File: src/rtl/tx_link_ctrl.sv
// tx_link_ctrl: reads a frame from the TX buffer and streams it byte-wise to the 4B5B encoder.
// Latency: first byte presented 2 cycles after tx_start; payload one byte per 2 cycles, CRC bytes back-to-back.
// Backpressure: enc_rdy low stalls the block indefinitely with every output held stable.
// Optional CRC-32 trailer: define TX_LINK_CRC_APPEND_EN.
module tx_link_ctrl #(
    parameter int n     = 11,
    parameter int width = 8
) (
    input  logic             clk,
    input  logic             rst,
    input  logic             tx_start,
    input  logic [n-1:0]     tx_len,
    output logic             tx_buf_rden,
    output logic [n-1:0]     tx_buf_raddr,
    input  logic [width-1:0] tx_buf_rdata,
    output logic             enc_en,
    output logic [width-1:0] enc_data,
    output logic             enc_vld,
    input  logic             enc_rdy,
    output logic             tx_busy,
    output logic             tx_done
);

`ifdef TX_LINK_CRC_APPEND_EN
    typedef enum logic [2:0] {IDLE, FETCH, DATA, CRC, END} state_t;
`else
    typedef enum logic [2:0] {IDLE, FETCH, DATA, END} state_t;
`endif

    localparam logic [n-1:0] ONE = {{(n-1){1'b0}}, 1'b1};

    state_t           state_q, state_d;
    logic [n-1:0]     len_q;
    logic [n-1:0]     addr_q;
    logic [n-1:0]     issue_addr;
    logic [width-1:0] data_q;
    logic             vld_q;
    logic             rden_c;
    logic             xfer;
    logic             start_ok;
    logic             last_byte;

    assign xfer      = vld_q & enc_rdy;
    assign start_ok  = tx_start & (tx_len != '0);
    // addr_q always holds the index of the byte currently presented
    assign last_byte = (addr_q == (len_q - ONE));

`ifdef TX_LINK_CRC_APPEND_EN
    logic [31:0] crc_q;
    logic [31:0] crc_upd;
    logic [31:0] crc_fin;
    logic [1:0]  crc_cnt_q;

    // Reflected CRC-32 update, one data bit per iteration, LSB first
    function automatic logic [31:0] crc_step(input logic [31:0] c, input logic [width-1:0] d);
        logic [31:0] r;
        r = c;
        for (int i = 0; i < width; i++) begin
            if (r[0] ^ d[i]) r = (r >> 1) ^ 32'hEDB88320;
            else             r = r >> 1;
        end
        return r;
    endfunction

    assign crc_upd = crc_step(crc_q, data_q);
    assign crc_fin = ~crc_upd;
`endif

    // State register
    always_ff @(posedge clk or posedge rst) begin
        if (rst) state_q <= IDLE;
        else     state_q <= state_d;
    end

    // Next-state and buffer read issue
    always_comb begin
        state_d    = state_q;
        rden_c     = 1'b0;
        issue_addr = '0;
        case (state_q)
            IDLE: begin
                if (start_ok) begin
                    rden_c  = 1'b1;
                    state_d = FETCH;
                end
            end
            FETCH: state_d = DATA;
            DATA: begin
                if (xfer) begin
                    if (!last_byte) begin
                        rden_c     = 1'b1;
                        issue_addr = addr_q + ONE;
                        state_d    = FETCH;
                    end else begin
`ifdef TX_LINK_CRC_APPEND_EN
                        state_d = CRC;
`else
                        state_d = END;
`endif
                    end
                end
            end
`ifdef TX_LINK_CRC_APPEND_EN
            CRC: begin
                if (xfer && (crc_cnt_q == 2'd3)) state_d = END;
            end
`endif
            END:     state_d = IDLE;
            default: state_d = IDLE;
        endcase
    end

    // The read strobe is combinational so buffer data lands exactly in FETCH; reset masks it
    assign tx_buf_rden  = rden_c & ~rst;
    assign tx_buf_raddr = rden_c ? issue_addr : addr_q;
    assign tx_busy      = (state_q != IDLE) && (state_q != END);
    assign enc_en       = tx_busy;
    assign tx_done      = (state_q == END);
    assign enc_data     = data_q;
    assign enc_vld      = vld_q;

    // Length, address and output byte register
    always_ff @(posedge clk or posedge rst) begin
        if (rst) begin
            len_q  <= '0;
            addr_q <= '0;
            data_q <= '0;
            vld_q  <= 1'b0;
        end else begin
            if ((state_q == IDLE) && start_ok) len_q <= tx_len;
            if (rden_c) addr_q <= issue_addr;
            case (state_q)
                FETCH: begin
                    data_q <= tx_buf_rdata;
                    vld_q  <= 1'b1;
                end
                DATA: begin
                    if (xfer) begin
`ifdef TX_LINK_CRC_APPEND_EN
                        // Last payload byte: first CRC byte follows with no gap
                        if (last_byte) begin
                            data_q <= width'(crc_fin[7:0]);
                            vld_q  <= 1'b1;
                        end else begin
                            vld_q  <= 1'b0;
                        end
`else
                        vld_q <= 1'b0;
`endif
                    end
                end
`ifdef TX_LINK_CRC_APPEND_EN
                CRC: begin
                    if (xfer) begin
                        if (crc_cnt_q == 2'd3) vld_q  <= 1'b0;
                        else                   data_q <= width'(crc_q[7:0]);
                    end
                end
`endif
                END: begin
                    addr_q <= '0;
                    data_q <= '0;
                end
                default: ;
            endcase
        end
    end

`ifdef TX_LINK_CRC_APPEND_EN
    // CRC accumulator; after the payload it holds the remaining trailer bytes, shifted out LSB first
    always_ff @(posedge clk or posedge rst) begin
        if (rst) begin
            crc_q     <= 32'hFFFFFFFF;
            crc_cnt_q <= 2'd0;
        end else begin
            case (state_q)
                IDLE: begin
                    if (start_ok) begin
                        crc_q     <= 32'hFFFFFFFF;
                        crc_cnt_q <= 2'd0;
                    end
                end
                DATA: begin
                    if (xfer) crc_q <= last_byte ? (crc_fin >> 8) : crc_upd;
                end
                CRC: begin
                    if (xfer) begin
                        crc_q     <= crc_q >> 8;
                        crc_cnt_q <= crc_cnt_q + 2'd1;
                    end
                end
                default: ;
            endcase
        end
    end
`endif

endmodule

File: config.mk
export PLATFORM = sky130hd
export DESIGN_NAME = tx_link_ctrl
export DESIGN_NICKNAME = d
export VERILOG_FILES = /design/src/rtl/tx_link_ctrl.sv
export SDC_FILE = /design/constraint.sdc
export NUM_CORES = 1
export LEC_CHECK = 0
export ABC_AREA = 1
export CORE_ASPECT_RATIO = 0.75
export CORE_MARGIN = 2
export CORE_UTILIZATION = 46
export CTS_BUF_LIST = sky130_fd_sc_hd__clkbuf_2
export DETAILED_ROUTE_END_ITERATION = 8
export PLACE_DENSITY = 0.81
export SLEW_MARGIN = 20
export SYNTH_ARGS = -nofsm -noshare
export SYNTH_HDL_FRONTEND = slang
export SYNTH_SLANG_ARGS = --single-unit
File: constraint.sdc
create_clock -name clk -period 3.2 [get_ports clk]
set_clock_uncertainty 0.1 [all_clocks]
set_input_delay 0.64 -clock clk [delete_from_list [all_inputs] [get_ports clk]]
set_output_delay 0.64 -clock clk [all_outputs]
set_load 0.02 [all_outputs]
# Word level (Yosys, flattened, before mapping)
# Cells that the tools add are included.
# totals
wordCells,43
output_inout_bits,24
inputBits,23
register_bits,34
# op_classes
n_bitwise,4
n_mux,16
n_eq_ne,7
n_addsub,2
reduce_logical,9
# op_table
cell,n
$mux W11,5
$pmux W8 S2,1
$add A11 B1 Y11 const B,1
$eq A11 B11 Y1,1
$reduce_bool A11 Y1,1
$sub A11 B1 Y11 const B,1
$pmux W3 S3,1
$eq A3 B2 Y1 const B,2
$mux W3,2
$mux W1,4
$ne A2 B2 Y1 const B,2
$pmux W1 S2,2
$reduce_and A2 Y1,2
$reduce_bool A2 Y1,2
$and A1 B1 Y1,3
$eq A3 B1 Y1 const B,1
$logic_not A3 Y1,1
$ne A3 B2 Y1 const B,1
$reduce_bool A3 Y1,1
$logic_and A1 B1 Y1,2
$mux W2,1
$not A1 Y1,1

# Longest topological paths before layout
# Gate-level depths: netlist (run 1).
# logic_depth
depth_word,7
ltp_mapped,16
depth_no_buf,15

# Least setup slack after synthesis (run 1)
# No wires, ideal clock.
# synth_timing
path_kind,register -> output
start,register len_q[0]
end,output port tx_buf_rden
arrival_ps,1904
setup_slack_ps,556
stages_incl_launch_ff,16
t_required_ps,2460
cell_sequence,dfrtp_1 inv_1 ha_1 inv_1 nor2_2 nand2_2 inv_2 nand2_1 nand2_1 nand2_1 nand2_2 nor2_4 nand3_4 nand2_4 buf_12 a21oi_1
# synth_between
elab_chain_len,6
# synth_lines
item,line,text
from (decl),33,logic [n-1:0] len_q;
from (signal assigned),130,if ((state_q == IDLE) && start_ok) len_q <= tx_len;
$sub A11 B1 Y11,46,assign last_byte = (addr_q == (len_q - ONE));
$eq A11 B11 Y1,46,
$mux W1,90,if (!last_byte) begin
$mux W1,89,if (xfer) begin
$pmux W1 S2,80,case (state_q)
$and A1 B1 Y1,114,assign tx_buf_rden = rden_c & ~rst;
to (decl),13,"output logic tx_buf_rden,"
# Every way passes these cells.

# Final worst setup path (run 1)
# layout_timing
start,register len_q[0]
end,output port tx_buf_raddr[5]
# layout_between
elab_chain_len,6
word_cells_on_any_way,9
cone_classes,1 x add/sub; 1 x eq/ne; 7 x mux
# layout_lines
item,line,text
$sub A11 B1 Y11 *,46,
$eq A11 B11 Y1 *,46,
$mux W1 / $mux W11 (equally long branches),90,
$mux W1 / $mux W11 (equally long branches),89,
$pmux W1 S2 / $mux W11 (equally long branches),80,
$mux W11 *,n/a,
to (decl),14,"output logic [n-1:0] tx_buf_raddr,"
# Mark *: on every way between the ends. The rest lies on a longest branch, timed or not.

==> impl_results.md, run 1 <==
- Status: finished with violations
- Failing checks: setup timing
- Area growth syn-to-layout: 52.2%
- Initial antenna violation count: 0
- Hold WS: roughly 440 ps
- RSZ-0062 raised after global routing: yes
- Starting density of the core: a little under half
- Clock buffer depth: 2
- Ys Warns: 0
- Share of cells above drive strength 1: ~33%
- First-pass GRT wire length: 11.6 mm
- Reg2reg setup slack: 100 ps
- Final cycle utilization of the critical path: 102%
- Mapped Cells: 302
- WL per Instance: 15.6 um
- Largest net degree at the start of global routing: 22
- Worst-path clk slew: 200 ps
- Via/cell ratio: around 5.5
- Mapped cell area: ~2300 sq um
- I/O Buffers: 46
- Synth Area in Simple Gates: between 30 and 40%
- Post-synthesis net count: 331
- Crit path DAT: 2540 ps
- CTS Sinks: 33
- CP Class: register to output port
- Worst-skew pair later-pin latency: 430 ps
- TritonCTS clock tree: built
- Slew Limit Headroom: a little over two fifths
- Cells after DPL: 426
- Adder-Cell Fraction of Synth Area: ~3.3%
- Distinct cells, synth: 33
- DRC violations left: 0
- Worst-margin pin slew: 856 ps
- Die Width: 84.9 um
- Worst min path class: register to register
- # setup viols final: 9
- Synth Area in Compound Gates: slightly above 8%
- # IOs: 47
- Worst EP required: 2460 ps
- Sequential area share after synthesis: 36.6%
- Final min period: ~3300 ps
- Leakage: 0.00164 uW
- Detail Placement HPWL: ~4.3 mm
- Largest family of logic cells by synthesized area: simple AND/OR/NAND/NOR gates
- Htree depth: 2
- Initial drt markers: 299
- Post-synthesis mux area share: less than 1%
- Mean post-synth cell area: ~7.5 sq um
- DR vias: 2540
- Grt ovf: 0
- F_max: 305 MHz
- Critical path endpoint category: output port
- Worst Setup Start Kind: register
- Vias in the first global route: 2530
- Xor and xnor fraction of the mapped netlist area: under 10%
- Fin Setup TNS: -536 ps
- N_diodes: 0
- Count of hold-fix buffers inserted at cts: 0
- Final hold violations: 0
- Chip height: 64.6 um
- Crit path max fanout: 5
- PD cells: ~680 nW/um^2
- Max Cap Viol: 0
- Core box area: 4820 sq um
- Final Max Tran Viols: 0
- Detail Route Antenna Nets: 0
- Final #Nets: 433
- Root buf cell: clkbuf_2
- Detailed Routing Iterations Pass 1: 5
- Fin worst setup slack: -77.2 ps
- GRT Total Usage: 27.1%
- Final wirelength: about 7.3 mm
- Final Wtd Congestion: approximately 0.9
- Worst vdd ir: 0.721 mV
- Yosys reg bits: 33
- Row cnt: 22
- Fin cells: approximately 470
- Num CTS Buffers: 5
- Fill cells: 323
- Die ar.: 5490 sq um
- Pre-CTS WS: -270 ps
==> critical path: stages, from the launching register on <==
cell,delay (ps)
dfrtp_1,430
inv_2,90
ha_4,150
inv_4,40
nor2_4,120
nand2_2,70
nand2_1,90
nand2_1,60
nand2_1,100
nand3_2,110
nor2_4,150
nand3_4,170
buf_6,190
nand3b_1,110
nand2_1,90
buf_6,140
==> through the flow <==
step           total power [uW]  area [sq um]  utilization, %
6_report                   2330          3430            71.3
5_1_grt                    2480          3430            71.3
4_1_cts                    2240          3340            69.3
3_5_place_dp               1790          2950            61.3
3_3_place_gp               1760          2950            61.3
2_1_floorplan              1400          2260               -
==> registers in the layout, summed over array words and instances, names as in the netlist <==
| name | cells |
|---|---|
| addr_q | 11 |
| len_q | 11 |
| enc_data | 8 |
| state_q | 2 |
| enc_vld | 1 |
==> synth_stat cells (all sizes together) <==
master	number	area [sq um]
nand2	80	320
nand3	42	268
nor2	35	164
inv	34	128
dfrtp	33	826
a21oi	28	163
xor2	8	70.1
nand3b	7	52.6
buf	6	45.1
ha	6	75.1
nor3	5	30.0
clkbuf	4	15.0
nand4	4	25.0
nor4	2	12.5
xnor2	2	17.5
a22o	1	8.76
and2	1	6.26
clkinv	1	3.75
mux2	1	11.3
o21ai	1	8.76
o22ai	1	6.26
==> cells in the final DEF (no fill, tap or decap), drive strengths merged, types with 2 or more instances in the layout <==
| master | n |
|---|---|
| clkinv | 2 |
| nor2 | 35 |
| nand4 | 4 |
| nand3 | 42 |
| xnor2 | 2 |
| clkdlybuf4s50 | 34 |
| nand2 | 81 |
| a21oi | 28 |
| clkbuf | 5 |
| nor4 | 2 |
| buf | 70 |
| xor2 | 8 |
| nand3b | 7 |
| inv | 34 |
| bufinv | 2 |
| ha | 6 |
| dfrtp | 33 |
| nor3 | 5 |
==> report_power, final <==
group | switching (uW) | internal [uW] | total [uW]
registers | 117 | 547 | 664
logic | 764 | 525 | 1290
clock network | 167 | 209 | 376
==> path summary, 6_finish.rpt <==
| check | cells after the start | start | to |
|---|---|---|---|
| min reg2reg | 2 | enc_data[7] | enc_data[7] |
| min in group asynchronous | 2 | rst | addr_q[1] |
| min | 2 | enc_data[7] | enc_data[7] |
| max reg2reg | 23 | len_q[0] | addr_q[4] |
| max in group asynchronous | 3 | rst | addr_q[2] |
| max | 15 | len_q[0] | tx_buf_raddr[5] |
==> area by class of cell <==
cell class | instances | area (sq um) | area share [%]
repair buffers | 104 | 926 | 27.0
clock buffers | 5 | 25.0 | 0.729
inverters | 35 | 134 | 3.90
flip-flops and latches | 33 | 826 | 24.0
multi-input cells | 225 | 1380 | 40.3
clock inverters | 3 | 65.1 | 1.89
well taps | 60 | 75.1 | 2.19
==> cell families after synthesis <==
| family | after synthesis |
|---|---|
| compound gates | 31 |
| xor+xnor | 10 |
| flops | 33 |
| simple gates | 176 |
| mux | 1 |
| fa+ha+maj | 6 |
| buf+inv | 45 |
==> routing by layer <==
metal	vias up	share of wire, %	wire length [um]	track usage (%)
met4	0	3.8	273	10.7
met3	32	6.4	465	6.75
met2	116	49	3590	47.4
met5	-	0	0	0
met1	1210	41	2950	32.1
li1	1182	-	-	-
==> what timing repair did <==
item                       in CTS  in global routing
cloned                          2                  0
setup endpoints to repair      12                 14
resized for setup              80                 25
pin swaps                       9                 16
setup buffers                  29                  5
No activity file was read; power rests on OpenSTA's default activity.
==> run 2: changes to the inputs <==
Settings changed: ABC_AREA 1 to default.
==> run 2 against run 1 <==
Against the previous run:
- the run still ends with setup timing left
- worst hold slack lost 110 ps
- wire length fell by 8.7%
- sequential share of layout area is 0.45 points lower
- non-clock buffer count grew 14
- critical path depth fell by 5
- sequential power up 3.0%
- critical endpoint is now tx_buf_rden
- largest power group unchanged
==> impl_results.md, run 2 <==
- First-pass GRT wire length: 10.5 mm (-10%)
- Post-synthesis net count: 274 (-17%)
- EDFF count, synth: 0 (unchanged)
- Synth area leaders: dfrtp_1 (36%), mux2_2 (5.5%), mux2i_1 (4.9%)
- GRT Total Usage: 24.0% (-3.1 points)
- Status: finished with violations
- Worst Setup Start Kind: register
- # setup viols final: 12 (+3)
- Fin worst setup slack: -602 ps (-525 ps)
- Critical Path Start: len_q[0]
- Num CTS Buffers: 5 (unchanged)
- Worst-path clk slew: 190 ps (about the same)
- Chip height: 64.8 um (+0.24%)
- Worst-margin pin slew: 542 ps (-314 ps)
- Sequential area share after synthesis: 36.4% (-0.18 points)
- Worst Reg2Reg Path Length in Cells: 13 (-43%)
- WL per Instance: 16.2 um (+3.6%)
- Ys Warns: 0 (unchanged)
- DRC violations left: 0 (unchanged)
- Slew Limit Headroom: 63.9% (+21 points)
- Detail Placement HPWL: 4.65 mm (+7.0%)
- Clock buffer depth: 2 (unchanged)
- Primary FF master, synth: dfrtp_1
- Ys async rst share: 100% (unchanged)
- Final Max Tran Viols: 0 (unchanged)
- Most frequent cells in the layout: buf_4 (68), clkdlybuf4s50_1 (34), dfrtp_1 (33)
- CTS Sinks: 33 (unchanged)
- Die ar.: 5510 sq um (+0.48%)
- Leakage: 0.00155 uW (-5.4%)
- Mapped Cells: 245 (-19%)
- Detailed Routing Iterations Pass 1: 4 (-1)
- TritonCTS clock tree: built
- Crit path DAT: 3060 ps (+520 ps)
- Top cells by instance count after synthesis: dfrtp_1 (33), nand2_1 (19), nor2_1 (17)
- Cell taking the most area after synthesis: dfrtp_1
- Final #Nets: 379 (-12%)
- Final hold violations: 0 (unchanged)
- Worst-skew pair later-pin latency: 380 ps (-50 ps)
- Final wirelength: 6.65 mm (-8.7%)
- Vias in the first global route: 2214 (-12%)
- Core box area: 4820 sq um (unchanged)
- Final Wtd Congestion: 0.913 (+0.63%)
- I/O Buffers: 46 (unchanged)
- Worst R2R Start: len_q[0]
- Starting density of the core: 47.1% (+0.23 points)
- Die Width: 85.1 um (+0.24%)
- Area growth syn-to-layout: 54.4%
- Reg2reg end: addr_q[8]
- # IOs: 47 (unchanged)
- Initial antenna violation count: 0 (unchanged)
- F_max: 263 MHz (-14%)
- Final min period: 3800 ps (+525 ps)
- Row cnt: 22 (unchanged)
- Mean post-synth cell area: 9.25 sq um (+24%)
- Critical path endpoint category: output port
- Failing checks: setup timing
- CP Capture Point: tx_buf_rden
- Largest net degree at the start of global routing: 32 (+45%)
- Initial drt markers: 229 (-23%)
- Via/cell ratio: 5.52 (+1.1%)
- Worst EP required: 2460 ps (about the same)
- Leading cell type in the layout, fill and taps excluded: buf_4
- Worst vdd ir: 0.461 mV (-36%)
- Top-area cell type share of the netlist area: 36.4% (-0.18 points)
- Mapped cell area: 2270 sq um (+0.50%)
- RSZ-0062 raised after global routing: yes
- Top-count cell post-synth: dfrtp_1
- N_diodes: 0 (unchanged)
- Worst min path class: input port to async pin
- Yosys reg bits: 33 (unchanged)
- CP Class: register to output port
- PD cells: 714 nW/um^2 (+5.3%)
- Pre-CTS WS: -692 ps (-422 ps)
- Share of cells above drive strength 1: 38.9% (+6.0 points)
- Max Cap Viol: 0 (unchanged)
- Final cycle utilization of the critical path: 119% (+16 points)
- Crit path max fanout: 6 (+1)
- Distinct cells, synth: 49 (+48%)
- Grt ovf: 0 (unchanged)
- Root buf cell: clkbuf_2
- Overall power: 2500 uW (+7.2%)
- Reg2reg setup slack: 110 ps (about the same)
- Fill cells: 347 (+7.4%)
- Detail Route Antenna Nets: 0 (unchanged)
- Htree depth: 2 (unchanged)
- DR vias: 2265 (-11%)
## run 2: changes by cell type after synthesis, sizes merged, moves of 10 or more
cell   delta
xnor2    +10
nor2     -18
mux2i    +11
inv      -25
a21oi    -22
nand2    -61
nand3    -28
mux2     +10
## run 2: cell families after synthesis
logic type / count (synthesis) / share of synthesized area [%]
DFF: 33 / 36.4
AOI/OAI and AO/OA: 45 / 15.7
and+or+nand+nor: 91 / 20.8
adders and majority gates: 6 / 3.31
buffers and inverters: 29 / 6.18
muxes: 22 / 10.3
xor gates and xnor gates: 19 / 7.34
## run 2: worst min path at each step
stage	slack, ps	startpoint	cells after the start	end
final	330	rst	2	addr_q[1]
after global routing	300	rst	2	addr_q[1]
after CTS	330	rst	2	addr_q[1]
after detailed placement	410	enc_data[6]	2	enc_data[6]
after global placement	400	enc_data[6]	2	enc_data[6]
after floorplan	420	len_q[9]	1	len_q[9]
## run 2: per-stage QoR
stage | hold WS [ps] | cell area, sq um | instances | setup TNS [ps] | util (%)
global placement | 402 | 3280 | 395 | -6980 | 68.2
detailed placement | 413 | 3280 | 395 | -7760 | 68.2
global route | 302 | 3500 | 410 | -8410 | 72.6
CTS | 330 | 3400 | 406 | -7340 | 70.6
floorplan | 415 | 2360 | 245 | -505 | -
finish | 333 | 3500 | 410 | -6920 | 72.6
## run 2: layout make-up
type | count | area, sq um | share of cell area, %
clock buffer | 6 | 30.0 | 0.858
clock inverter | 1 | 3.75 | 0.107
inverter | 9 | 33.8 | 0.965
multi-input combinational | 183 | 1480 | 42.2
sequential | 33 | 826 | 23.6
tap | 60 | 75.1 | 2.15
timing repair buffer | 118 | 1060 | 30.2
## run 2: per-layer routing
metal,part of all wire (%),global-route usage (%)
met2,45,36.7
met3,6.9,4.71
met1,46,33.7
met4,2.2,9.13
met5,0,0
## run 2: where the power goes
part / internal [uW] / switching (uW) / total [uW]
clock: 50.9 / 147 / 198
sequential: 559 / 124 / 684
combinational: 829 / 786 / 1620
## run 2: worst max-delay path: stages (launching register included)
cell	delay, ps
dfrtp_1	460
or4_4	530
or4_4	510
o22ai_4	180
a2bb2oi_4	90
o31ai_4	270
and2_4	250
buf_12	140
buf_6	90
nor2_2	30
buf_6	120
## run 2: repair_timing
action                                  CTS  global route
hold buffers                              0             0
pin swaps                                 6             8
endpoints found under the setup margin   12            12
setup buffers                             5             3
gates resized for setup                  79            14
gates cloned                              1             1
==> run 3: changes to the inputs <==
Settings changed: DONT_BUFFER_PORTS from default to 1, PLACE_DENSITY 0.81 to 0.69.
==> run 3 against run 2 <==
Against the previous run:
- the flow still finishes with violations (setup timing)
- sequential power grew 14%
- setup slack gained 54 ps
- global-route usage shrank 3.0 points
- core utilization shrank 16 points
- cell count shrank 20%
- critical path type unchanged
- largest cell class unchanged
==> impl_results.md, run 3 (same netlist as run 2, synthesis figures left out) <==
- Detailed Routing Iterations Pass 1: 4 (unchanged)
- Worst-margin pin slew: 504 ps (-37.5 ps)
- Htree depth: 2 (unchanged)
- Crit path max fanout: 8 (+2)
- TritonCTS clock tree: built
- Fin cells: 328 (-20%)
- First-pass GRT wire length: 8.96 mm (-14%)
- Leakage: 0.00116 uW (-25%)
- Num CTS Buffers: 5 (unchanged)
- Hold WS: 93.0 ps (-240 ps)
- # IOs: 47 (unchanged)
- Worst min path class: input port to async pin
- CTS Sinks: 33 (unchanged)
- Vias in the first global route: 1793 (-19%)
- DR vias: 1876 (-17%)
- Failing checks: setup timing
- CP Class: register to output port
- Area growth syn-to-layout: 20.8%
- Chip height: 64.8 um (unchanged)
- Final hold violations: 0 (unchanged)
- Final Wtd Congestion: 0.862 (-5.5%)
- Die Width: 85.1 um (unchanged)
- Final wirelength: 5.48 mm (-17%)
- Clock buffer depth: 2 (unchanged)
- Fill cells: 430 (+24%)
- F_max: 267 MHz (+1.4%)
- # setup viols final: 12 (unchanged)
- Final cycle utilization of the critical path: 117% (-1.7 points)
- Die ar.: 5510 sq um (unchanged)
- Leading cell type in the layout, fill and taps excluded: dfrtp_1
- Slew Limit Headroom: 66.4% (+2.5 points)
- Initial drt markers: 129 (-44%)
- PD cells: 779 nW/um^2 (+9.2%)
- DRC violations left: 0 (unchanged)
- Utilization after layout: 56.8% (-16 points)
- GRT Total Usage: 21.0% (-3.0 points)
- Worst EP required: 2460 ps (about the same)
- Core box area: 4820 sq um (unchanged)
- RSZ-0062 raised after global routing: yes
- WL per Instance: 16.7 um (+3.2%)
- Worst Setup Start Kind: register
- Pre-CTS WS: -106 ps (+586 ps)
- Final min period: 3750 ps (-53.8 ps)
- Largest net degree at the start of global routing: 34 (+6.3%)
- Most frequent cells in the layout: dfrtp_1 (33), buf_4 (29), nand2_1 (19)
- I/O Buffers: 0 (-100%)
- Starting density of the core: 47.1% (unchanged)
- Root buf cell: clkbuf_2
- Critical path endpoint category: output port
- Fin worst setup slack: -548 ps (+53.8 ps)
- Status: finished with violations
- Initial antenna violation count: 0 (unchanged)
- Grt ovf: 0 (unchanged)
- Worst-skew pair later-pin latency: 400 ps (+20 ps)
- Detail Placement HPWL: 3.97 mm (-15%)
- Worst-path clk slew: 200 ps (about the same)
- Crit path DAT: 3010 ps (-50 ps)
- N_diodes: 0 (unchanged)
- Cells after DPL: 316 (-20%)
- Final Max Tran Viols: 0 (unchanged)
- Via/cell ratio: 5.72 (+3.5%)
- Final #Nets: 296 (-22%)
- Max Cap Viol: 0 (unchanged)
- Row cnt: 22 (unchanged)
- Worst vdd ir: 0.562 mV (+22%)
- Detail Route Antenna Nets: 0 (unchanged)
- Share of cells above drive strength 1: 31.7% (-7.1 points)
==> run 3: cell count changes in the layout (fill, tap and decap cells not counted), sizes merged <==
| cell | change |
|---|---|
| clkdlybuf4s50 | -34 |
| clkbuf | -1 |
| clkinv | +2 |
| buf | -49 |
==> run 3: worst paths after layout <==
| path | to | start | slack, ps | cells past startpoint |
|---|---|---|---|---|
| setup / recovery | tx_buf_raddr[2] | len_q[0] | -550 | 8 |
| hold / removal | addr_q[2] | rst | 90 | 2 |
| setup reg to reg | addr_q[4] | len_q[0] | 80 | 12 |
| hold reg to reg | len_q[9] | len_q[9] | 490 | 1 |
| max in group asynchronous | enc_data[6] | rst | 2570 | 2 |
| min in group clk | enc_vld | enc_rdy | 220 | 1 |
==> run 3: timing repair <==
| item | CTS | global route |
|---|---|---|
| cloned | 1 | 0 |
| gates resized for setup | 17 | 1 |
| hold buffers | 0 | 0 |
| pin swaps | 3 | 3 |
| buffers inserted | 4 | 1 |
| endpoints found under the setup margin | 12 | 12 |
==> run 3: layout make-up <==
class | count | area [sq um] | share of cell area [%]
repair buffers | 35 | 303 | 11.1
inverters | 9 | 33.8 | 1.23
well taps | 60 | 75.1 | 2.74
clock buffers | 5 | 25.0 | 0.914
multi-input cells | 183 | 1460 | 53.2
flip-flops and latches | 33 | 826 | 30.2
clock inverters | 3 | 17.5 | 0.640
==> run 3: critical path, cell delays in order, from the launching register on <==
cell and delay, ps:
dfrtp_1 450, or4_4 530, or4_4 500, o22ai_2 170, a2bb2oi_2 100, o31ai_4 310, and2_4 240, buf_12 140
a22o_4 170
==> run 3: report_power, final <==
group / leakage [uW] / internal [uW] / switching, uW / total (uW)
combinational: 0.000711 / 559 / 593 / 1150
clock: 0.0000304 / 51.5 / 153 / 204
sequential: 0.000417 / 559 / 218 / 777
total: 0.00116 / 1170 / 964 / 2130
==> run 3: per-stage QoR <==
step / cell area (sq um) / TNS (ps) / power [uW]
global placement: 2560 / -258 / 1790
CTS: 2750 / -5520 / 2170
floorplan: 2360 / -505 / 1530
detailed placement: 2560 / -767 / 1820
global route: 2740 / -7240 / 2280
finish: 2740 / -6200 / 2130
==> run 3: routing by layer <==
| metal | routed length (um) | up-vias | global-route usage (%) | share of wire (%) |
|---|---|---|---|---|
| li1 | - | 916 | - | - |
| met5 | 0 | - | 0 | 0 |
| met1 | 2660 | 904 | 30.4 | 48 |
| met2 | 2410 | 47 | 30.2 | 44 |
| met3 | 344 | 9 | 5.35 | 6.3 |
| met4 | 74 | 0 | 7.74 | 1.3 |
==> variant: new RTL, config.mk and constraints of run 2 <==
Set the parameter `n` to 13 (it was 11).
--- a/src/rtl/tx_link_ctrl.sv
+++ b/src/rtl/tx_link_ctrl.sv
@@ -5,3 +5,3 @@
 module tx_link_ctrl #(
-    parameter int n     = 11,
+    parameter int n     = 13,
     parameter int width = 8
Ports: changed (resized tx_buf_raddr and tx_len); port bits go from 47 to 51. The function was not compared with the original's and may differ.
==> variant against run 2 <==
- the flow still finishes with violations (negative setup slack)
- area after synthesis grew 7.9%
- fmax is 9.9% lower
- worst setup slack worse by 0.42 ns
- first-iteration DRC count fell by 16%
- final area rose by 13%
- sequential cell count up 4
- power increased by 17%
- routed wire length up 25%
- critical endpoint is now tx_buf_raddr[12]
- largest power group unchanged
==> variant: results (changes against run 2) <==
Logic synthesis
  • Synth Instances: 262 (was 245)
  • Synth Net Count: 293 (was 274)
  • Most frequent cells after synthesis: dfrtp_1 (37), nor2_1 (26), nand2_1 (21) (was dfrtp_1 (33), nand2_1 (19), nor2_1 (17))
  • FF+latch count, synth: 37 (was 33)
  • Synth Area in XOR/XNOR: 7.88% (was 7.34%)
  • Post-Synth Adder-Cell Area: 3.07% (was 3.31%)
  • Register area share after synthesis: 37.9% (was 36.4%)

Global route
  • First-pass GRT wire length: 12.0 mm (was 10.5 mm)
  • Met2 usage: 45.2% (was 36.7%)
  • Vias in the first global route: 2599 (was 2214)
  • Overall Global Routing Usage: 26.4% (was 24.0%)
  • Met3 usage: 6.36% (was 4.71%)
  • Largest net degree at the start of global routing: 38 (was 32)

CTS
  • # Post-CTS Setup Buffers: 12 (was 5)
  • Clock Pin Slew Worst Setup and Hold Paths: 0.25 ns (was 0.19 ns)
  • Skew-Pair Late Insertion Delay: 0.45 ns (was 0.38 ns)

Detailed routing
  • Wirelength, routed: 8.29 mm (was 6.65 mm)
  • Routed vias/inst: 5.67 (was 5.52)
  • Iteration-0 DRC Markers: 192 (was 229)

Final layout
  • Filler Cell Count: 291 (was 347)
  • Count of multi-input gates: 196 (was 183)
  • Sequential Area: 927 µm² (was 826 µm²)
  • Signal buffers share of area: 29.6% (was 30.2%)
  • Inverters: 13 (was 9)
  • Synth-to-Final Area Change: 62.3% (was 54.4%)
  • Non-CTS buffers: 129 (was 118)
  • Final layout net count: 413 (was 379)
  • Layout clock area frac: 1.20% (was 0.965%)

Placement
  • Dpl cells: 429 (was 395)
  • Post-detail-place hpwl: 5.08 mm (was 4.65 mm)
  • GPL Wtd Cong: 0.847 (was 0.913)
  • Worst slack, placed: -0.767 ns (was -0.692 ns)
  • Dpl cell area: 3530 µm² (was 3280 µm²)

Min path
  • HP Class: flop to flop (was input pin to async pin)

Run status
  • Status: finished, violations left (unchanged)
  • Failing checks: negative setup slack (unchanged)

Setup path
  • Slowest cell on the critical path: a2111oi_1 (was or4_4)
  • CP arrival: 3.48 ns (was 3.06 ns)

Timing
  • Slew at the pin closest to its max-slew limit: 0.576 ns (was 0.542 ns)
  • Setup Viol. Count Final: 15 (was 12)
  • Final worst slack: -1.02 ns (was -0.602 ns)
  • Final TNS setup: -12.75 ns (was -6.92 ns)

Power
  • Peak VDD IR: 0.000728 V (was 0.000461 V)

Floorplanning
  • CORE AREA: 5010 µm² (was 4820 µm²)
-- variant: tightest hold or removal path: stages, from the launching register on --
cell	delay, ns
dfrtp_1	0.41
mux2i_1	0.07
nor2_1	0.08
-- variant: path summary, 6_finish.rpt --
kind	start	endpoint	slack, ns
max	len_q[1]	tx_buf_raddr[12]	-1.02
min	enc_data[2]	enc_data[2]	0.47
max reg2reg	len_q[1]	addr_q[2]	-0.04
min reg2reg	enc_data[2]	enc_data[2]	0.47
max in group asynchronous	rst	len_q[2]	2.08
min in group asynchronous	rst	enc_data[4]	0.52
-- variant: power breakdown --
part | leakage (nW) | internal, mW | total (mW) | switching (mW)
Clock | 0.0329 | 0.0554 | 0.240 | 0.185
Combinational | 1.28 | 0.954 | 1.91 | 0.952
Sequential | 0.468 | 0.625 | 0.763 | 0.138
-- variant: metal layers --
metal / share of wire, % / up-vias
li1: - / 1158
met1: 42 / 1258
met2: 48 / 136
met3: 6.5 / 29
met4: 3.4 / 0
met5: 0 / -
